$ cat src/rtl/aes_pkg.sv
// Shared encodings for the AES-128 round sequencer: FSM states, state-register
// source codes and stage enable indices.
package aes_pkg;

  localparam int NR_AES128 = 10;

  typedef enum logic [3:0] {
    ST_IDLE,
    ST_ISSUE_ARK,
    ST_WAIT_ARK,
    ST_ISSUE_SBT,
    ST_WAIT_SBT,
    ST_ISSUE_SHR,
    ST_WAIT_SHR,
    ST_ISSUE_MXC,
    ST_WAIT_MXC,
    ST_FINISH
  } state_t;

  typedef enum logic [1:0] {
    SRC_PT     = 2'd0,
    SRC_ARK    = 2'd1,
    SRC_SBT    = 2'd2,
    SRC_SHRMXC = 2'd3
  } src_t;

  localparam int EN_ARK = 0;
  localparam int EN_SBT = 1;
  localparam int EN_SHR = 2;
  localparam int EN_MXC = 3;

  function automatic logic is_issue(input state_t s);
    return (s == ST_ISSUE_ARK) || (s == ST_ISSUE_SBT) ||
           (s == ST_ISSUE_SHR) || (s == ST_ISSUE_MXC);
  endfunction

  function automatic logic is_wait(input state_t s);
    return (s == ST_WAIT_ARK) || (s == ST_WAIT_SBT) ||
           (s == ST_WAIT_SHR) || (s == ST_WAIT_MXC);
  endfunction

endpackage

$ cat src/rtl/aes_stage_timer.sv
// Loadable down-counter used as the per-stage response timeout.
// expire is the terminal-count compare (count at zero).
module aes_stage_timer #(
  parameter int W = 5
) (
  input  logic         Clk,
  input  logic         Rst,
  input  logic         clr,
  input  logic         load,
  input  logic [W-1:0] load_val,
  input  logic         dec,
  output logic         expire
);

  logic [W-1:0] cnt_q, cnt_d;

  always_comb begin
    cnt_d = cnt_q;
    if (clr)
      cnt_d = '0;
    else if (load)
      cnt_d = load_val;
    else if (dec && (cnt_q != '0))
      cnt_d = cnt_q - 1'b1;
  end

  always_ff @(posedge Clk or posedge Rst) begin
    if (Rst) cnt_q <= '0;
    else     cnt_q <= cnt_d;
  end

  assign expire = (cnt_q == '0);

endmodule

$ cat src/rtl/aes_round_ctrl.sv
// AES-128 round sequencer: issues one-cycle stage enables, tracks the round
// index and steers/strobes the state register, with a per-stage timeout.
module aes_round_ctrl
  import aes_pkg::*;
#(
  parameter int NR      = NR_AES128,
  parameter int TIMEOUT = 16
) (
  input  logic       Clk,
  input  logic       Rst,
  input  logic       Start,
  input  logic       Abort,
  output logic       En_ARK,
  input  logic       Ry_ARK,
  output logic       En_SBT,
  input  logic       Ry_SBT,
  output logic       En_SHR,
  input  logic       Ry_SHR,
  output logic       En_MXC,
  input  logic       Ry_MXC,
  output logic [3:0] Round,
  output logic [1:0] Sel_Src,
  output logic       Ld_State,
  output logic       Busy,
  output logic       Done,
  output logic       Err
);

  localparam int TW = $clog2(TIMEOUT + 1);
  // Loaded on the ISSUE->WAIT edge so expiry lands TIMEOUT cycles after En_x rises.
  localparam logic [TW-1:0] TMO_LOAD = TW'(TIMEOUT - 2);
  localparam logic [3:0]    LAST_RND = 4'(NR);

  state_t     state_q, state_d;
  logic [3:0] round_q, round_d;
  src_t       sel_q, sel_d;
  logic [3:0] en_q, en_d;
  logic       ld_q, ld_d;
  logic       busy_q, busy_d;
  logic       done_q, done_d;
  logic       err_q, err_d;
  logic       ry_cur, tmo_expire;

  aes_stage_timer #(.W(TW)) u_timer (
    .Clk      (Clk),
    .Rst      (Rst),
    .clr      (state_q == ST_IDLE),
    .load     (is_issue(state_q)),
    .load_val (TMO_LOAD),
    .dec      (is_wait(state_q)),
    .expire   (tmo_expire)
  );

  always_comb begin
    ry_cur = 1'b0;
    case (state_q)
      ST_WAIT_ARK: ry_cur = Ry_ARK;
      ST_WAIT_SBT: ry_cur = Ry_SBT;
      ST_WAIT_SHR: ry_cur = Ry_SHR;
      ST_WAIT_MXC: ry_cur = Ry_MXC;
      default:     ry_cur = 1'b0;
    endcase
  end

  always_comb begin
    state_d = state_q;
    round_d = round_q;
    sel_d   = sel_q;
    err_d   = err_q;
    busy_d  = busy_q;
    en_d    = '0;
    ld_d    = 1'b0;
    done_d  = 1'b0;
    if (Abort) begin
      state_d = ST_IDLE;
      busy_d  = 1'b0;
    end else begin
      case (state_q)
        ST_IDLE: if (Start) begin
          state_d        = ST_ISSUE_ARK;
          en_d[EN_ARK]   = 1'b1;
          ld_d           = 1'b1;
          sel_d          = SRC_PT;
          busy_d         = 1'b1;
          err_d          = 1'b0;
          round_d        = '0;
        end
        ST_ISSUE_ARK: state_d = ST_WAIT_ARK;
        ST_ISSUE_SBT: state_d = ST_WAIT_SBT;
        ST_ISSUE_SHR: state_d = ST_WAIT_SHR;
        ST_ISSUE_MXC: state_d = ST_WAIT_MXC;
        ST_WAIT_ARK: if (ry_cur) begin
          ld_d  = 1'b1;
          sel_d = SRC_ARK;
          if (round_q == LAST_RND) begin
            state_d = ST_FINISH;
            done_d  = 1'b1;
            busy_d  = 1'b0;
          end else begin
            state_d      = ST_ISSUE_SBT;
            en_d[EN_SBT] = 1'b1;
            round_d      = round_q + 4'd1;
          end
        end
        ST_WAIT_SBT: if (ry_cur) begin
          ld_d         = 1'b1;
          sel_d        = SRC_SBT;
          state_d      = ST_ISSUE_SHR;
          en_d[EN_SHR] = 1'b1;
        end
        ST_WAIT_SHR: if (ry_cur) begin
          ld_d  = 1'b1;
          sel_d = SRC_SHRMXC;
          // The final round skips MixColumns.
          if (round_q == LAST_RND) begin
            state_d      = ST_ISSUE_ARK;
            en_d[EN_ARK] = 1'b1;
          end else begin
            state_d      = ST_ISSUE_MXC;
            en_d[EN_MXC] = 1'b1;
          end
        end
        ST_WAIT_MXC: if (ry_cur) begin
          ld_d         = 1'b1;
          sel_d        = SRC_SHRMXC;
          state_d      = ST_ISSUE_ARK;
          en_d[EN_ARK] = 1'b1;
        end
        ST_FINISH: state_d = ST_IDLE;
        default:   state_d = ST_IDLE;
      endcase
      if (is_wait(state_q) && !ry_cur && tmo_expire) begin
        state_d = ST_IDLE;
        err_d   = 1'b1;
        busy_d  = 1'b0;
      end
    end
  end

  always_ff @(posedge Clk or posedge Rst) begin
    if (Rst) begin
      state_q <= ST_IDLE;
      round_q <= '0;
      sel_q   <= SRC_PT;
      en_q    <= '0;
      ld_q    <= 1'b0;
      busy_q  <= 1'b0;
      done_q  <= 1'b0;
      err_q   <= 1'b0;
    end else begin
      state_q <= state_d;
      round_q <= round_d;
      sel_q   <= sel_d;
      en_q    <= en_d;
      ld_q    <= ld_d;
      busy_q  <= busy_d;
      done_q  <= done_d;
      err_q   <= err_d;
    end
  end

  assign En_ARK   = en_q[EN_ARK];
  assign En_SBT   = en_q[EN_SBT];
  assign En_SHR   = en_q[EN_SHR];
  assign En_MXC   = en_q[EN_MXC];
  assign Round    = round_q;
  assign Sel_Src  = sel_q;
  assign Ld_State = ld_q;
  assign Busy     = busy_q;
  assign Done     = done_q;
  assign Err      = err_q;

endmodule

$ cat config.mk
export PLATFORM = sky130hd
export DESIGN_NAME = aes_round_ctrl
export DESIGN_NICKNAME = d
export VERILOG_FILES = /design/src/rtl/aes_pkg.sv /design/src/rtl/aes_stage_timer.sv /design/src/rtl/aes_round_ctrl.sv
export SDC_FILE = /design/constraint.sdc
export NUM_CORES = 1
export LEC_CHECK = 0
export ABC_AREA = 0
export BUFFER_PORTS_ARGS = -buffer_cell sky130_fd_sc_hd__buf_2
export CAP_MARGIN = 20
export CORE_ASPECT_RATIO = 1.4
export CORE_MARGIN = 4
export CORE_UTILIZATION = 45
export CTS_CLUSTER_DIAMETER = 60
export DETAILED_ROUTE_END_ITERATION = 8
export GPL_ROUTABILITY_DRIVEN = 0
export PLACE_DENSITY = 0.77
export SYNTH_ARGS = -nofsm -noshare
export SYNTH_HDL_FRONTEND = slang
export SYNTH_SLANG_ARGS = --single-unit
$ cat constraint.sdc
create_clock -name Clk -period 5.3 [get_ports Clk]
set_input_delay 0.53 -clock Clk [delete_from_list [all_inputs] [get_ports Clk]]
set_output_delay 0.53 -clock Clk [all_outputs]
set_load 0.1 [all_outputs]
Yosys cells after proc, flatten, opt, wreduce, memory -nomap -nowiden

Index checks and enable logic that the tools add are counted.
W data, S select, Z words.

Register bits after elaboration: 23
Output and inout bits: 14
Word-level logic and storage cells: 105

Add/subtract/negate cells: 2
Equal/unequal tests: 20
Mux-type cells: 47
Bitwise gates (word level): 1
Reductions and logical operators: 26

Operators by type and width:

| cell                  | count |
|---|---|
| $mux W4               | 12 |
| $pmux W4 S9           | 1 |
| $mux W1               | 20 |
| $ne A4 B3 Y1 const B  | 5 |
| $eq A4 B3 Y1 const B  | 4 |
| $mux W5               | 3 |
| $reduce_and A5 Y1     | 2 |
| $eq A4 B2 Y1 const B  | 2 |
| $eq A4 B4 Y1 const B  | 2 |
| $mux W2               | 4 |
| $ne A2 B2 Y1 const B  | 4 |
| $pmux W2 S4           | 1 |
| $pmux W4 S2           | 1 |
| $reduce_bool A4 Y1    | 2 |
| $logic_or A1 B1 Y1    | 6 |
| $reduce_and A6 Y1     | 1 |
| $reduce_bool A2 Y1    | 3 |
| $logic_not A5 Y1      | 1 |
| $reduce_bool A5 Y1    | 1 |
| $sub A5 B1 Y5 const B | 1 |
| $add A4 B1 Y4 const B | 1 |
| $eq A4 B1 Y1 const B  | 1 |
| $logic_not A4 Y1      | 1 |
| $ne A4 B4 Y1 const B  | 1 |
| other kinds (13)      | 16 |

Depth between registers and ports, before layout

Gate-level depths: netlist (run 1).

Depth after elaboration: 8
Mapped depth: 8

By module

Synthesis (run 1) repeated with hierarchy kept, for this count alone.

Cell total of the unflattened synthesis: 156
Area total of the unflattened synthesis: 1522.7 um2

Modules (own cells, without submodules):

| module          | times used | cells each | area an instance (um2) | sequential area each (um2) |
|---|---|---|---|---|
| aes_round_ctrl  | 1          | 120        | 1167.4                 | 450.4 |
| aes_stage_timer | 1          | 36         | 355.3                  | 125.1 |

Worst setup path before layout (run 1)

No wires, ideal clock.

Path type: register -> register
Start point: register round_q[0], in the netlist Round[0]
End point: register round_q[3], in the netlist Round[3]
Arrival time: 2308 ps
Data required time: 5218 ps
Slack: 2910 ps
Cell stages (with the launch flop): 7
Buffers on the path: 0
Cell sequence: dfrtp_1 -> inv_1 -> ha_1 -> nand3b_1 -> o21ai_1 -> or4_1 -> a31oi_1

Word-level cells in the longest chain between the ends: 4

RTL lines:

| item                   | line                  | RTL |
|---|---|---|
| start, declared        | aes_round_ctrl.sv:35  | `logic [3:0] round_q, round_d;` |
| start signal, assigned | aes_round_ctrl.sv:152 | `round_q <= round_d;` |
| $add A4 B1 Y4          | aes_round_ctrl.sv:102 | `round_d = round_q + 4'd1;` |
| $mux W4                | aes_round_ctrl.sv:95  | `if (round_q == LAST_RND) begin` |
| $mux W4                | aes_round_ctrl.sv:92  | `ST_WAIT_ARK: if (ry_cur) begin` |
| $pmux W4 S2            | aes_round_ctrl.sv:78  | `case (state_q)` |

Several ways; a longest one is shown, not always the timed one. The select of a mux whose other input is x is not followed.
A chain may end at the register's enable or synchronous reset.

Worst setup path in the final report (run 1)

Start point: register state_q[2]
End point: register sel_q[0], in the netlist Sel_Src[0]

Word-level cells in the longest chain between the ends: 4

RTL lines:

| item                                            | line                                       | RTL |
|---|---|---|
| start, declared                                 | aes_round_ctrl.sv:34                       | `state_t state_q, state_d;` |
| start signal, assigned                          | aes_round_ctrl.sv:151                      | `state_q <= state_d;` |
| $eq A4 B4 Y1 (tied with other cells)            | aes_round_ctrl.sv:56, aes_round_ctrl.sv:78 |  |
| $pmux W1 S4 or $reduce_or A2 Y1 (tied branches) | n/a                                        |  |
| $ne A2 B2 Y1 (no line) (tied with other cells)  | n/a                                        |  |
| $reduce_and A6 Y1 (no line)                     | n/a                                        |  |
| end signal, assigned                            | aes_round_ctrl.sv:153                      | `sel_q <= sel_d;` |
| end, declared                                   | aes_round_ctrl.sv:36                       | `src_t sel_q, sel_d;` |

Several ways; a longest one is shown, not always the timed one.

==> results of run 1 <==
==> metal layers <==
layer / vias up / track usage [%] / part of all wire [%] / wire, um
met1: 570 / 20.7 / 44 / 1360
li1: 578 / - / - / -
met5: - / 0 / 0 / 0
met3: 5 / 2.78 / 4.0 / 124
met4: 0 / 6.22 / 1.1 / 35
met2: 28 / 27.8 / 50 / 1550
==> worst max-delay path by stage <==
stage,from,depth (start not counted),end
after floorplan,Round[0]$_DFFE_PP0P_,6,Round[3]$_DFFE_PP0P_
after global placement,state_q[2]$_DFFE_PP0P_,5,Sel_Src[1]$_DFFE_PP0P_
after detailed placement,state_q[2]$_DFFE_PP0P_,5,Sel_Src[0]$_DFFE_PP0P_
after CTS,state_q[2]$_DFFE_PP0P_,5,Sel_Src[0]$_DFFE_PP0P_
after global routing,state_q[2]$_DFFE_PP0P_,5,Sel_Src[0]$_DFFE_PP0P_
final,state_q[2]$_DFFE_PP0P_,5,Sel_Src[0]$_DFFE_PP0P_
==> flip-flops by register name (all words and copies together), names as in the netlist, 2 cells and up <==
| signal | flops |
|---|---|
| en_q | 4 |
| state_q | 4 |
| Round | 4 |
| u_timer.cnt_q | 5 |
| Sel_Src | 2 |
==> layout make-up <==
class	count	area, um^2
Fill cell	273	1390
Multi-Input combinational cell	106	761
Timing Repair Buffer	21	105
Sequential cell	23	576
Tap cell	37	46.3
Clock buffer	4	45.0
Inverter	10	37.5
==> critical path, delay by kind of cell, from the launching register on <==
kind / cells / cell delay (ns)
AO/OA/AOI/OAI: 2 / 0.72
flip-flops: 1 / 0.61
multiplexers: 1 / 0.36
AND/OR/NAND/NOR: 2 / 0.49
==> power breakdown <==
group	switching [mW]	leakage (nW)	total (mW)	internal [mW]
clock network	0.0535	0.0228	0.107	0.0536
logic	0.232	0.351	0.330	0.0984
registers	0.0534	0.315	0.259	0.206
==> per-stage QoR <==
stage	instance area [um^2]	power (mW)	utilization, %	setup WS, ns
2_1_floorplan	1420	0.538	-	2.91
5_1_grt	1570	0.745	53.0	2.81
3_5_place_dp	1530	0.594	51.5	3.03
4_1_cts	1570	0.703	53.0	3.00
3_3_place_gp	1530	0.584	51.5	3.08
6_report	1570	0.697	53.0	3.01
==> layout by cell type, fill, tap and decap left out, types with 2 or more instances in the layout <==
cell type,instances
o21ai_0,6
a31oi_1,2
o22ai_1,2
a21oi_1,10
inv_1,10
xnor2_1,2
ha_1,4
mux2_1,2
o21ai_1,2
nand3b_1,7
nand3_1,6
nor3_1,6
buf_2,21
nand2_1,8
dfrtp_1,23
nand2b_1,4
nor4_1,5
clkbuf_8,3
nor2_1,5
or4_1,4
mux2_2,3
or3_1,3
==> logic make-up (layout without fill, tap and decap cells) <==
group                      count (synthesis)  count (layout)
DFF                                       23              23
buffers and inverters                     19              35
xor gates and xnor gates                   3               3
muxes                                      6               6
adders and majority gates                  4               4
AOI/OAI and AO/OA                         34              34
and+or+nand+nor                           59              59
==> metrics.txt, run 1 <==
top-count cell post-synth=dfrtp_1; PostCTS Resize Cnt=0; largest net degree at the start of global routing=24; RSZ-0062 raised after global routing=false; Post-Route WL=3070 um; setup TNS=0 ns; pwr/cell area=444 nW/um^2; Worst setup EP type=flop; mux cell area share after synthesis=4.66%; Seq/Total Area, Yosys=40.5%; flops & latches, synth=23; reg2reg setup slack=3.01 ns; Setup Buffers After CTS=0; vias in the first global route=1166; Setup crit start kind=flop; leak pwr=0.689 nW; average size of a mapped cell=9.61 um^2; ys async rst share=100%; fin crit share=43.1%; Reg-to-Reg End=Sel_Src[0]$_DFFE_PP0P_; Routed Antenna Nets=0; GRT Util Overall=16.2%; Worst-path clk slew=0.08 ns; type of the most critical hold path=input port to asynchronous set/reset pin; Reg2Reg Depth=5; Fin Clk Skew=0.00285 ns; Post-Synth Adder-Cell Area=3.52%; total CTS buffers=3; Die W=55.5 um; layout cells sized above 1=22.0%; Layout Area Growth over Synthesis=10.4%; worst slew pin tran=0.868 ns; # nets final=177; syn_nets=160; CP Class=flop to flop; clock tree root driver cell=clkbuf_8; later-pin clock latency in the skew report=0.26 ns; XOR/XNOR Fraction of Synth Area=1.85%; leading cell types by count after synthesis=dfrtp_1 (23), a21oi_1 (10), inv_1 (10); WL per Instance=15.3 um; io pins=22; crit path max-delay cell type=dfrtp_1; Post-Synth Simple-Gate Area=26.4%; ant diodes=0; minimum clock period=2.29 ns; count of flip-flops with a built-in enable after synthesis=0; Die ar.=4140 um^2; Worst slew margin=42.1%; Die Y=74.5 um; Reg-to-Reg Start=state_q[2]$_DFFE_PP0P_; port buffer count=21; status=finished, final reports clean; initial antenna violation count=0; post-DP HPWL=2310 um; most common flop cell mapped by yosys=dfrtp_1; DR vias=1181; first-pass iteration count of the detailed router=4; Placed Instances=197; mean number of vias per cell=5.88; Critical Path, Cell by Cell=nand4bb_1 > a21oi_2 > nor2_2 > a2111oi_4 > mux2_1; Yosys Warn Count=0; Starting Density=48.0%; CP Max Fanout=21; post-synthesis compound-gate area fraction=17.1%; Hold WS=0.437 ns; final hold violations=0; maximum clock path buffer count=2; share of the synthesized area in the top cell type=40.5%; CTS tree=done; CORE AREA=2960 um^2; Final Instance Count excl. Fillers=201; main combinational cell family by area after synthesis=simple AND/OR/NAND/NOR gates; remaining global-route overflow=0; DRT iter0 DRCs=48; max-slew violation count=0; first-pass GRT wire length=5440 um; CTS Sinks=23; VDD IR max=174 uV; Max-Cap Viols=0; fmax=438 MHz; CP Data Required Time=5.45 ns; Synth area leaders=dfrtp_1 (40%), nand3b_1 (3.7%), a21oi_1 (3.5%); cell area after synthesis=1420 um^2; Yosys top cell by area=dfrtp_1; # setup viols final=0; Row Count=23; CP peak stage delay=0.61 ns; # DRC=0; Yosys cell types=50; WP data arrival=2.43 ns; cell count after synthesis=148; Post-CTS Hold Fix Bufs=0; H-tree levels=1
(Power assumes the default switching activity.)
==> run 2: changes to the inputs <==
- ABC_AREA: 0 -> 1
- PLACE_DENSITY: 0.77 -> 0.8
- clock period: 5.3 -> 2 ns (I/O delays scaled with it)
==> run 2 against run 1 <==
Effect of this change:
- combinational power rose to 4.7 times the previous value
- via count down 2.0%
- worst setup slack worse by 2.7 ns
- wire length down 5.5%
- synthesized cell count up 12%
- core utilization up 1.4 points
- first-iteration DRC count up 6.3%
- clock skew up 0.00072 ns
- flip-flop and latch count unchanged
- critical path type unchanged
- largest power group unchanged
==> metrics.txt, run 2 <==
Biggest register=u_timer.cnt_q; Psw=1.43 mW (+320%); vias in the first global route=1187 (+1.8%); post-DP HPWL=2320 um (+0.45%); CP Data Required Time=2.17 ns (-3.28 ns); Setup Buffers After CTS=0 (unchanged); WP data arrival=1.85 ns (-0.58 ns); # setup viols final=0 (unchanged); final hold violations=0 (unchanged); Yosys top cell by area=dfrtp_1; switch share=56.1% (+7.5 points); average size of a mapped cell=8.07 um^2 (-16%); Setup crit start kind=flop; ant diodes=0 (unchanged); Max-Cap Viols=0 (unchanged); Final Instance Count excl. Fillers=229 (+14%); Power Total=2.55 mW (+270%); power share of the combinational group=61.1% (+14 points); layout cells sized above 1=30.7% (+8.8 points); fin crit share=84.2% (+41 points); clock share of power=11.6% (-3.8 points); CTS tree=done; cell area after synthesis=1340 um^2 (-5.8%); # DRC=0 (unchanged); leak pwr=0.848 nW (+23%); RSZ-0062 raised after global routing=false; max-slew violation count=0 (unchanged); syn_nets=178 (+11%); Row Count=23 (unchanged); setup TNS=0 ns (unchanged); Placed Instances=225 (+14%); placed cell area=1500 um^2 (-1.6%); flops & latches, synth=23 (unchanged); Seq/Total Area, Yosys=43.0% (+2.5 points); leading cell types by count after synthesis=nand2_1 (28), dfrtp_1 (23), inv_1 (20); Worst slew margin=54.9% (+13 points); fmax=594 MHz (+36%); Die W=54.1 um (-2.5%); Worst setup EP type=flop; WL per Instance=12.7 um (-17%); Int Pwr=1.12 mW (+210%); type of the most critical hold path=input port to asynchronous set/reset pin; CTS Sinks=23 (unchanged); mean number of vias per cell=5.05 (-14%); Die ar.=3930 um^2 (-5.1%); Yosys cell types=24 (-52%); CP Max Fanout=7 (-67%); most frequent cells in the layout=nand2_1 (28), dfrtp_1 (21), buf_2 (21), inv_1 (20), nor2_1 (19); first-pass GRT wire length=5000 um (-8.0%); port buffer count=21 (unchanged); VDD IR max=995 uV (+470%); PostCTS Resize Cnt=0 (unchanged); GRT Util Overall=17.3% (+1.1 points); DR vias=1157 (-2.0%); Layout Area Growth over Synthesis=15.7%; Starting Density=47.0% (-0.96 points); total CTS buffers=3 (unchanged); largest net degree at the start of global routing=18 (-25%); Reg power frac=27.2% (-10 points); status=finished, final reports clean; final instance area=1550 um^2 (-1.3%); CORE AREA=2850 um^2 (-3.9%); count of flip-flops with a built-in enable after synthesis=0 (unchanged); later-pin clock latency in the skew report=0.27 ns (about the same); Routed Antenna Nets=0 (unchanged); Layout Utilization=54.4% (+1.4 points); minimum clock period=1.68 ns (-0.601 ns); # nets final=205 (+16%); most common cell after layout, fill and taps aside=nand2_1; most common flop cell mapped by yosys=dfrtp_1; top-count cell post-synth=nand2_1; share of the synthesized area in the top cell type=43.0% (+2.5 points); Die Y=72.6 um (-2.6%); Post-Route WL=2900 um (-5.5%); DRT iter0 DRCs=51 (+6.3%); number of flip-flops in the largest register=5 (unchanged); worst slew pin tran=0.676 ns (-0.192 ns); Post-CTS Hold Fix Bufs=0 (unchanged); Synth area leaders=dfrtp_1 (43%), nand2_1 (7.8%), inv_1 (5.6%); initial antenna violation count=0 (unchanged); Worst-path clk slew=0.08 ns (about the same); io pins=22 (unchanged); clock tree root driver cell=clkbuf_8; first-pass iteration count of the detailed router=4 (unchanged); cell count after synthesis=166 (+12%); H-tree levels=1 (unchanged); Fin Clk Skew=0.00357 ns (+0.000721 ns); maximum clock path buffer count=2 (unchanged); remaining global-route overflow=0 (unchanged); CP Class=flop to flop; pwr/cell area=1640 nW/um^2 (+270%); Yosys Warn Count=0 (unchanged); ys async rst share=100% (unchanged)
==> run 2: worst paths after layout <==
path / startpoint / slack [ns] / to / depth (start not counted)
worst max-delay path: state_q[0]$_DFFE_PP0P_ / 0.32 / Busy$_DFFE_PP0P_ / 10
worst max register to register: state_q[0]$_DFFE_PP0P_ / 0.32 / Busy$_DFFE_PP0P_ / 10
worst min-delay path: Rst / 0.01 / en_q[0]$_DFF_PP0_ / 2
max in group asynchronous: Rst / 1.42 / Ld_State$_DFF_PP0_ / 3
min in group Clk: Abort / 0.21 / en_q[2]$_DFF_PP0_ / 2
worst min register to register: Err$_DFFE_PP0P_ / 0.52 / Err$_DFFE_PP0P_ / 2
==> run 2: cells by family after synthesis <==
group | share of synthesized area, %
AND/OR/NAND/NOR | 31.1
flip-flops | 43.0
AO/OA/AOI/OAI | 11.8
buffers and inverters | 7.84
adder cells (fa/ha/maj) | 3.73
XOR/XNOR | 2.61
==> run 2: cell type report <==
type | count | area, um^2
fill | 267 | 1300
multi-input combinational | 115 | 659
sequential | 23 | 578
timing repair buffer | 22 | 113
inverter | 28 | 105
tap | 37 | 46.3
clock buffer | 3 | 41.3
clock inverter | 1 | 7.51
==> run 2: power groups by stage <==
stage / Combinational, mW / Clock [mW] / Sequential, mW
after CTS: 1.57 / 0.305 / 0.692
after global placement: 1.55 / 0 / 0.695
final: 1.56 / 0.296 / 0.693
after detailed placement: 1.56 / 0 / 0.701
after floorplan: 0.815 / 0 / 1.18
after global routing: 1.70 / 0.326 / 0.708
==> run 2: stage by stage <==
step	hold WS (ns)	setup slack, ns
detailed placement	0.332	0.360
CTS	0.0341	0.346
global route	0.0469	0.147
finish	0.0144	0.316
floorplan	0.202	0.117
global placement	0.321	0.368
==> run 2: worst max-delay path: stages (launching register included) <==
cell     delay (ns)
dfrtp_1        0.46
nor2_2         0.25
inv_2          0.08
nor2_1         0.20
nor2_2         0.09
nand2_2        0.09
nand3_2        0.14
nand3_1        0.11
nand3_1        0.07
nand2_1        0.07
inv_1          0.03
==> run 2: metal layers <==
metal / vias to the layer above / GRT usage [%] / part of all wire, %
li1: 584 / - / -
met1: 537 / 20.3 / 40
met2: 27 / 30.2 / 53
met3: 9 / 2.46 / 4.2
met4: 0 / 7.48 / 2.2
met5: - / 0 / 0
==> run 3: changes to the inputs <==
- clock period: 2 -> 1.5 ns (I/O delays scaled with it)
==> run 3 against run 2 <==
Effect of this change:
- the run now ends with setup timing left
- combinational power is 100% higher
- power is 77% higher
- non-clock buffer count is 39 higher
- first-iteration DRC count is 18% lower
- worst setup slack worse by 0.44 ns
- critical path type unchanged
- wire length is 48% higher
- maximum frequency is 3.9% higher
- via count is 25% higher
- register-to-register slack worse by 0.44 ns
==> metrics.txt, run 3 (same netlist as run 2, synthesis figures left out) <==
status=finished, violations left; failing checks=setup timing; vias in the first global route=1390 (+17%); CP Data Required Time=1.69 ns (-0.48 ns); most frequent cells in the layout=buf_4 (36), nand2_1 (20), buf_2 (20), dfrtp_1 (16), inv_1 (14); Crit path max-delay family=simple AND/OR/NAND/NOR gates; fin crit share=108% (+24 points); Worst slew margin=67.6% (+13 points); Layout Utilization=72.6% (+18 points); Max-Cap Viols=0 (unchanged); WP data arrival=1.81 ns (-0.04 ns); Fin Clk Skew=0.00449 ns (+0.000915 ns); first-pass GRT wire length=6100 um (+22%); # setup viols final=19 (+19); H-tree levels=1 (unchanged); CORE AREA=2850 um^2 (unchanged); Routed Antenna Nets=0 (unchanged); Worst setup EP type=flop; CP peak stage delay=0.45 ns (about the same); initial antenna violation count=0 (unchanged); port buffer count=21 (unchanged); io pins=22 (unchanged); Worst path most repeated cell=nand2_2; DR vias=1451 (+25%); remaining global-route overflow=0 (unchanged); WL per Instance=16.0 um (+26%); fmax=617 MHz (+3.9%); Layout Area Growth over Synthesis=54.4%; Setup crit start kind=flop; minimum clock period=1.62 ns (-0.0639 ns); pwr/cell area=2170 nW/um^2 (+32%); FF/Latch Area=589 um^2 (+1.9%); Starting Density=47.0% (unchanged); largest net degree at the start of global routing=15 (-3); type of the most critical hold path=input port to flop; later-pin clock latency in the skew report=0.27 ns (about the same); # nets final=244 (+19%); first-pass iteration count of the detailed router=4 (unchanged); mean number of vias per cell=5.41 (+7.2%); crit path max-delay cell type=dfrtp_2; layout cells sized above 1=58.4% (+28 points); CP Max Fanout=4 (-3); post-DP HPWL=2500 um (+8.0%); Die W=54.1 um (unchanged); Biggest register=u_timer.cnt_q; max-slew violation count=0 (unchanged); Fillers=198 (-26%); DRT iter0 DRCs=42 (-18%); maximum clock path buffer count=2 (unchanged); Worst-path clk slew=0.08 ns (about the same); clock tree root driver cell=clkbuf_8; most common cell after layout, fill and taps aside=buf_4; # DRC=0 (unchanged); GRT Util Overall=21.0% (+3.7 points); Critical Path, Cell by Cell=inv_2 > nor2_2 > nand3_2 > nand2_2 > nor2_4 > inv_4 > nor2_4 > nand2_2 > nand2_4 > nand2_2 > o21ai_1; Buf/Inv on CP=2 (unchanged); Final Instance Count excl. Fillers=268 (+17%); number of flip-flops in the largest register=5 (unchanged); CP Class=flop to flop; final worst slack=-0.120 ns (-0.436 ns); multi-input logic area=848 um^2 (+29%); total CTS buffers=3 (unchanged); leak pwr=1.08 nW (+27%); Post-Route WL=4280 um (+48%); Placed Instances=246 (+9.3%); ant diodes=0 (unchanged); CTS Sinks=23 (unchanged); RSZ-0062 raised after global routing=true; worst slew pin tran=0.490 ns (-0.186 ns); Die Y=72.6 um (unchanged); final hold violations=0 (unchanged); Row Count=23 (unchanged); VDD IR max=1610 uV (+62%); Die ar.=3930 um^2 (unchanged); CTS tree=done
[run 3: cell count changes in the layout (fill, tap and decap cells not counted), sizes merged]
cell and delta:
dlygate4sd3 +1, clkbuf +1, buf +37
[run 3: stage by stage]
step / power [mW] / area (um^2) / setup slack, ns / TNS (ns) / hold WS, ns
6_report: 4.50 / 2070 / -0.120 / -1.14 / 0.187
5_1_grt: 4.74 / 2070 / -0.234 / -2.81 / 0.195
4_1_cts: 3.98 / 1850 / -0.0154 / -0.0728 / 0.155
3_5_place_dp: 3.36 / 1700 / -0.0845 / -0.453 / 0.170
3_3_place_gp: 3.31 / 1700 / -0.0726 / -0.193 / 0.170
2_1_floorplan: 2.70 / 1380 / -0.101 / -0.424 / 0.152
[run 3: path summary, 6_finish.rpt]
kind,from,slack (ns),cells after the start,to
hold reg to reg,Sel_Src[1]$_DFFE_PP0P_,0.53,2,Sel_Src[1]$_DFFE_PP0P_
setup reg to reg,state_q[2]$_DFFE_PP0P_,-0.12,11,state_q[1]$_DFFE_PP0P_
min in group asynchronous,Rst,0.41,3,u_timer.cnt_q[0]$_DFFE_PP0P_
hold / removal,Abort,0.19,2,en_q[0]$_DFF_PP0_
setup / recovery,state_q[2]$_DFFE_PP0P_,-0.12,11,state_q[1]$_DFFE_PP0P_
max in group asynchronous,Rst,0.60,4,state_q[2]$_DFFE_PP0P_
[run 3: power breakdown]
group / internal (mW) / switching (mW) / total (mW)
logic: 1.07 / 2.09 / 3.16
registers: 0.810 / 0.128 / 0.937
clock network: 0.188 / 0.217 / 0.406
[run 3: final cells by class]
class                      instances  area share, %
multi-input combinational        115           41.0
sequential                        23           28.5
clock buffer                       3           2.00
inverter                          28           5.56
timing repair buffer              61           20.4
clock inverter                     1          0.363
tap                               37           2.24
[run 3: repair_timing]
action	CTS	global route
gates resized for setup	12	44
endpoints found under the hold margin	10	0
pin swaps	8	19
hold buffers	1	0
setup endpoints to repair	18	22
buffers inserted	8	9
[run 3: per-layer routing]
layer  global-route usage [%]  part of all wire (%)  vias up
li1                         -                     -      668
met1                     24.8                    35      677
met2                     35.7                    53       79
met3                     3.08                   6.1       27
met4                     10.8                   5.6        0
met5                        0                     0        -
